==> config.mk <==
export PLATFORM = sky130hd
export DESIGN_NAME = pipe_front_regs
export DESIGN_NICKNAME = d
export VERILOG_FILES = /design/src/rtl/pipe_front_regs_pkg.sv /design/src/rtl/pipe_front_regs_sat_counter.sv /design/src/rtl/pipe_front_regs.sv
export SDC_FILE = /design/constraint.sdc
export NUM_CORES = 1
export LEC_CHECK = 0
export ABC_AREA = 0
export BUFFER_PORTS_ARGS = -buffer_cell sky130_fd_sc_hd__buf_2
export CAP_MARGIN = 5
export CORE_ASPECT_RATIO = 0.8
export CORE_MARGIN = 2
export CORE_UTILIZATION = 48
export DETAILED_ROUTE_END_ITERATION = 16
export PLACE_DENSITY = 0.92
export SLEW_MARGIN = 20
export SYNTH_ARGS = -nofsm -noshare
export SYNTH_HDL_FRONTEND = slang
export SYNTH_HIERARCHICAL = 1
export SYNTH_SLANG_ARGS = --single-unit
==> constraint.sdc <==
create_clock -name clk -period 2.2 [get_ports clk]
set_input_delay 0.44 -clock clk [delete_from_list [all_inputs] [get_ports clk]]
set_output_delay 0.44 -clock clk [all_outputs]
set_load 0.005 [all_outputs]
==> src/rtl/pipe_front_regs_pkg.sv <==
// Shared pipeline-front definitions: FSM state encoding and the default squash instruction.
package pipe_front_regs_pkg;

  typedef enum logic [1:0] {
    ST_RUN   = 2'b00,
    ST_STALL = 2'b01,
    ST_FLUSH = 2'b10
  } pipe_state_e;

  // addi x0, x0, 0
  localparam logic [31:0] NOP_INSTR_DEF = 32'h0000_0013;

  localparam logic [31:0] PC_STEP = 32'd4;

endpackage

==> src/rtl/pipe_front_regs_sat_counter.sv <==
// Event counter that sticks at all-ones; one cycle from inc_i to cnt_o, no backpressure.
module sat_counter #(
  parameter int W = 32
) (
  input  logic         clk,
  input  logic         reset_n,
  input  logic         inc_i,
  output logic [W-1:0] cnt_o
);

  logic [W-1:0] cnt_q;
  logic [W-1:0] cnt_d;

  always_comb begin
    cnt_d = cnt_q;
    if (inc_i && (cnt_q != {W{1'b1}})) begin
      cnt_d = cnt_q + {{(W-1){1'b0}}, 1'b1};
    end
  end

  always_ff @(posedge clk) begin
    if (!reset_n) begin
      cnt_q <= '0;
    end else begin
      cnt_q <= cnt_d;
    end
  end

  assign cnt_o = cnt_q;

endmodule

==> src/rtl/pipe_front_regs.sv <==
// PC, IF/ID and ID/EX control registers with stall/bubble/flush; one cycle per stage, held by gated stalls.
// Optional PIPE_STALL_CNT_EN adds saturating stall_cnt/flush_cnt outputs.
module pipe_front_regs
  import pipe_front_regs_pkg::*;
#(
  parameter logic [31:0] RESET_PC  = 32'h0000_0000,
  parameter int          CTRL_W    = 8,
  parameter logic [31:0] NOP_INSTR = NOP_INSTR_DEF
) (
  input  logic              clk,
  input  logic              reset_n,
  input  logic              PCwrite,
  input  logic              IF_IDwrite,
  input  logic              control_sel,
  input  logic              branch_taken,
  input  logic [31:0]       branch_target,
  input  logic [31:0]       instr_in,
  input  logic [CTRL_W-1:0] ctrl_in,
  output logic [31:0]       pc_out,
  output logic [31:0]       if_id_pc,
  output logic [31:0]       if_id_instr,
  output logic              if_id_valid,
  output logic [CTRL_W-1:0] id_ex_ctrl,
  output logic              id_ex_valid,
  output logic [1:0]        pipe_state
`ifdef PIPE_STALL_CNT_EN
  ,
  output logic [31:0]       stall_cnt,
  output logic [31:0]       flush_cnt
`endif
);

  logic [31:0]       pc_q, pc_d;
  logic [31:0]       if_id_pc_q, if_id_pc_d;
  logic [31:0]       if_id_instr_q, if_id_instr_d;
  logic              if_id_valid_q, if_id_valid_d;
  logic [CTRL_W-1:0] id_ex_ctrl_q, id_ex_ctrl_d;
  logic              id_ex_valid_q, id_ex_valid_d;
  pipe_state_e       state_q, state_d;

  // A squashed IF/ID entry has nothing to protect, so it never holds or bubbles.
  logic hold_pc, hold_if_id, bubble;
  assign hold_pc    = if_id_valid_q & ~PCwrite;
  assign hold_if_id = if_id_valid_q & ~IF_IDwrite;
  assign bubble     = if_id_valid_q & control_sel;

  always_comb begin
    pc_d          = pc_q + PC_STEP;
    if_id_pc_d    = pc_q;
    if_id_instr_d = instr_in;
    if_id_valid_d = 1'b1;
    id_ex_ctrl_d  = ctrl_in;
    id_ex_valid_d = if_id_valid_q;
    state_d       = ST_RUN;
    if (branch_taken) begin
      pc_d          = branch_target;
      if_id_instr_d = NOP_INSTR;
      if_id_valid_d = 1'b0;
      id_ex_ctrl_d  = '0;
      id_ex_valid_d = 1'b0;
      state_d       = ST_FLUSH;
    end else begin
      if (hold_pc) begin
        pc_d = pc_q;
      end
      if (hold_if_id) begin
        if_id_pc_d    = if_id_pc_q;
        if_id_instr_d = if_id_instr_q;
        if_id_valid_d = if_id_valid_q;
      end
      if (bubble) begin
        id_ex_ctrl_d  = '0;
        id_ex_valid_d = 1'b0;
      end
      if (hold_pc || hold_if_id || bubble) begin
        state_d = ST_STALL;
      end
    end
  end

  always_ff @(posedge clk) begin
    if (!reset_n) begin
      pc_q          <= RESET_PC;
      if_id_pc_q    <= '0;
      if_id_instr_q <= NOP_INSTR;
      if_id_valid_q <= 1'b0;
      id_ex_ctrl_q  <= '0;
      id_ex_valid_q <= 1'b0;
      state_q       <= ST_RUN;
    end else begin
      pc_q          <= pc_d;
      if_id_pc_q    <= if_id_pc_d;
      if_id_instr_q <= if_id_instr_d;
      if_id_valid_q <= if_id_valid_d;
      id_ex_ctrl_q  <= id_ex_ctrl_d;
      id_ex_valid_q <= id_ex_valid_d;
      state_q       <= state_d;
    end
  end

  assign pc_out      = pc_q;
  assign if_id_pc    = if_id_pc_q;
  assign if_id_instr = if_id_instr_q;
  assign if_id_valid = if_id_valid_q;
  assign id_ex_ctrl  = id_ex_ctrl_q;
  assign id_ex_valid = id_ex_valid_q;
  assign pipe_state  = state_q;

`ifdef PIPE_STALL_CNT_EN
  // Counts follow the state being entered, so they line up with pipe_state a cycle later.
  sat_counter #(.W(32)) u_stall_cnt (
    .clk    (clk),
    .reset_n(reset_n),
    .inc_i  (state_d == ST_STALL),
    .cnt_o  (stall_cnt)
  );

  sat_counter #(.W(32)) u_flush_cnt (
    .clk    (clk),
    .reset_n(reset_n),
    .inc_i  (state_d == ST_FLUSH),
    .cnt_o  (flush_cnt)
  );
`endif

endmodule

==> metrics.md <==
| Metric | Value |
|---|---|
| Status | finished, final reports clean |
| Core area | 9150 um^2 |
| CTS root buffer | clkbuf_16 |
| Syn Nets | 635 |
| Max Slew Vio Count | 0 |
| VDD IR max | 0.471 mV |
| Worst Skew | 0.00773 ns |
| HP Class | primary input to register |
| CTS tree | yes |
| WS Path Type | register to register |
| Post-Syn Area | 4590 um^2 |
| Drt via density | 5.63 |
| Post-Route WL | 13800 um |
| Final Hold Fails | 0 |
| Top_reg_cell synth | dfxtp_1 |
| Final period util | 95.6% |
| Clock Tree Buf Depth | 2 |
| Vias in the first global route | 4434 |
| Clock sinks | 108 |
| Unrepaired setup endpoints after global routing | no |
| CP Data Required Time | 2.43 ns |
| CTS Hold Bufs | 0 |
| Crit end category | register |
| Yosys reg bits | 108 |
| Ant diodes | 0 |
| Power Total | 4.25 mW |
| Setup TNS | 0 ns |
| Crit-path slowest cell | or4b_1 |
| I/O Buffers | 185 |
| Final core utilization | 65.0% |
| Synth async-reset ratio | 0% |
| WL/cell | 16.2 um |
| RD Place Congestion | 0.930 |
| Critical Path AT | 2.33 ns |
| Final worst path period need | 2.10 ns |
| Initial Util | 50.1% |
| Critical Path Source Type | register |
| Final hold slack | 0.292 ns |
| First-pass GRT wire length | 22100 um |
| Slew headroom | 57.4% |
| Synthesis Warnings | 6 |
| Layout cells sized above 1 | 31.8% |
| Critical path, cell by cell | nand3_2 > or4b_1 > buf_4 > o31a_1 > o311a_1 |
| DRC viols | 0 |
| Pin count of the biggest net entering global routing | 50 |
| Sequential share of the synthesized area | 47.1% |
| Final Net Count | 811 |
| FP Rows | 31 |
| Layout Cells excl Fill | 851 |
| Iter 0 DRT Violations | 450 |
| CP peak stage delay | 0.52 ns |
| Final setup violation count | 0 |
| Total gr overflow | 0 |
| Leakage power | 2.68 nW |
| Chip width | 113 um |
| Clock Pin Slew Worst Setup and Hold Paths | 0.07 ns |
| Setup bufs post-CTS | 0 |
| F_max | 475 MHz |
| Die Ht | 91.4 um |
| Cell variety after synth | 55 |
| Cell Pwr Density | 715 nW/um^2 |
| Crit path max fanout | 16 |
| GRT Total Usage | 26.5% |
| CTS buffer count | 9 |
| Inst Count DP | 836 |
| Die area | 10400 um^2 |
| Post-Syn Instances | 556 |
| Post-DP HPWL | 10200 um |
| Syn-to-layout area delta | 29.6% |
| Post-DRT Antenna Nets | 0 |
| Initial antenna violation count | 0 |
| DRT Pass-1 Iters | 6 |
| Mean Syn Cell Area | 8.25 um^2 |
| Worst slew pin tran | 0.639 ns |
| Clk_lat worst skew | 0.34 ns |
| Filler cells | 755 |
| # IOs | 186 |
| Number of flops mapped to enable cells by yosys | 0 |
| Total number of vias | 4790 |
| H-Tree Depth | 3 |
| Max Cap Viol | 0 |
-- synthesized netlist by cell type, types with 4 or more instances --
cell / n / area (um^2)
dfxtp_1: 108 / 2160
nor4_1: 11 / 68.8
nand2b_1: 7 / 43.8
a21boi_0: 32 / 240
o211a_1: 4 / 40.0
xnor2_1: 9 / 78.8
o21ai_0: 24 / 120
nand2_1: 145 / 544
or4_1: 8 / 60.1
nor3_1: 6 / 30.0
nand4_1: 11 / 68.8
nor2_1: 12 / 45.0
a211oi_1: 6 / 45.0
a31oi_1: 4 / 25.0
a21oi_1: 37 / 185
nor2b_1: 5 / 31.3
nand3_1: 21 / 105
and2_1: 11 / 68.8
clkbuf_1: 32 / 120
inv_1: 5 / 18.8
o31ai_1: 4 / 30.0
-- layout make-up --
type                    instances  area [um^2]  area share [%]
clock buffers                  11          243            4.08
repair buffers                207         1120            18.8
flip-flops and latches        108         2160            36.3
multi-input cells             400         2210            37.2
well taps                     115          144            2.42
inverters                       6         22.5           0.379
clock inverters                 4         48.8           0.820
-- report_power, final --
group	leakage [nW]	switching, mW	internal [mW]
Clock	0.146	0.694	0.908
Sequential	0.889	0.0984	2.06
Combinational	1.64	0.253	0.237
Total	2.68	1.05	3.20
-- logic make-up after synthesis --
family                     count (synthesis)  share of synthesized area, %
buffers and inverters                     48                          4.85
DFF                                      108                          47.1
and+or+nand+nor                          260                          27.4
adders and majority gates                  1                         0.273
AOI/OAI and AO/OA                        127                          18.1
muxes                                      2                         0.436
xor gates and xnor gates                  10                          1.91
-- timing repair --
action	CTS	global route
setup endpoints to repair	0	2
gates resized for setup	0	1
endpoints found under the hold margin	0	0
-- registers in the layout (all words and copies together), names as in the netlist --
name,flops
if_id_instr,32
if_id_pc,32
pc_out,32
id_ex_ctrl,8
pipe_state,2
id_ex_valid,1
if_id_valid,1
-- metal layers --
metal / track usage (%) / wire, um / vias up
met5: 0 / 0 / -
met4: 9.45 / 348 / 0
met3: 5.21 / 1090 / 34
met1: 34.7 / 5870 / 2212
li1: - / - / 2282
met2: 43.6 / 6510 / 262
-- placed cells by master (no fill, tap or decap), types with 2 or more instances in the layout --
| master | count |
|---|---|
| a211oi_1 | 6 |
| a21boi_0 | 32 |
| a21oi_1 | 37 |
| a31oi_1 | 4 |
| a32oi_1 | 3 |
| and2_1 | 11 |
| and4_1 | 3 |
| and4_2 | 2 |
| buf_12 | 2 |
| buf_2 | 185 |
| buf_4 | 20 |
| clkbuf_16 | 9 |
| clkinv_2 | 2 |
| dfxtp_1 | 108 |
| inv_1 | 5 |
| mux2i_1 | 2 |
| nand2_1 | 145 |
| nand2b_1 | 7 |
| nand3_1 | 21 |
| nand4_1 | 11 |
| nor2_1 | 11 |
| nor2b_1 | 4 |
| nor3_1 | 6 |
| nor3b_1 | 3 |
| nor4_1 | 11 |
| nor4b_1 | 3 |
| o211a_1 | 4 |
| o21ai_0 | 24 |
| o311a_1 | 2 |
| o311ai_0 | 2 |
| o31ai_1 | 4 |
| or2_2 | 3 |
| or3_1 | 2 |
| or4_1 | 7 |
| xnor2_1 | 9 |
-- critical path, delay by kind of cell (launching register included) --
family	cells	cell delay [ns]
AND/OR/NAND/NOR	2	0.72
buffers and inverters	1	0.21
AO/OA/AOI/OAI	2	0.58
flip-flops	1	0.48
-- stage by stage --
step / setup WS (ns) / area [um^2]
finish: 0.0962 / 5950
global route: 0.0419 / 5950
CTS: 0.0815 / 5940
detailed placement: -0.0432 / 5650
global placement: 0.0394 / 5650
floorplan: 0.209 / 4590
-- final timing paths --
check / start / cells after the start / slack (ns) / endpoint
worst max-delay path: pc_out[4] / 5 / 0.1 / pc_out[19]
worst min-delay path: ctrl_in[3] / 2 / 0.29 / id_ex_ctrl[3]
worst max register to register: pc_out[4] / 5 / 0.1 / pc_out[19]
worst min register to register: if_id_instr[30] / 2 / 0.45 / if_id_instr[30]
Power figures use the tool's default switching activity.
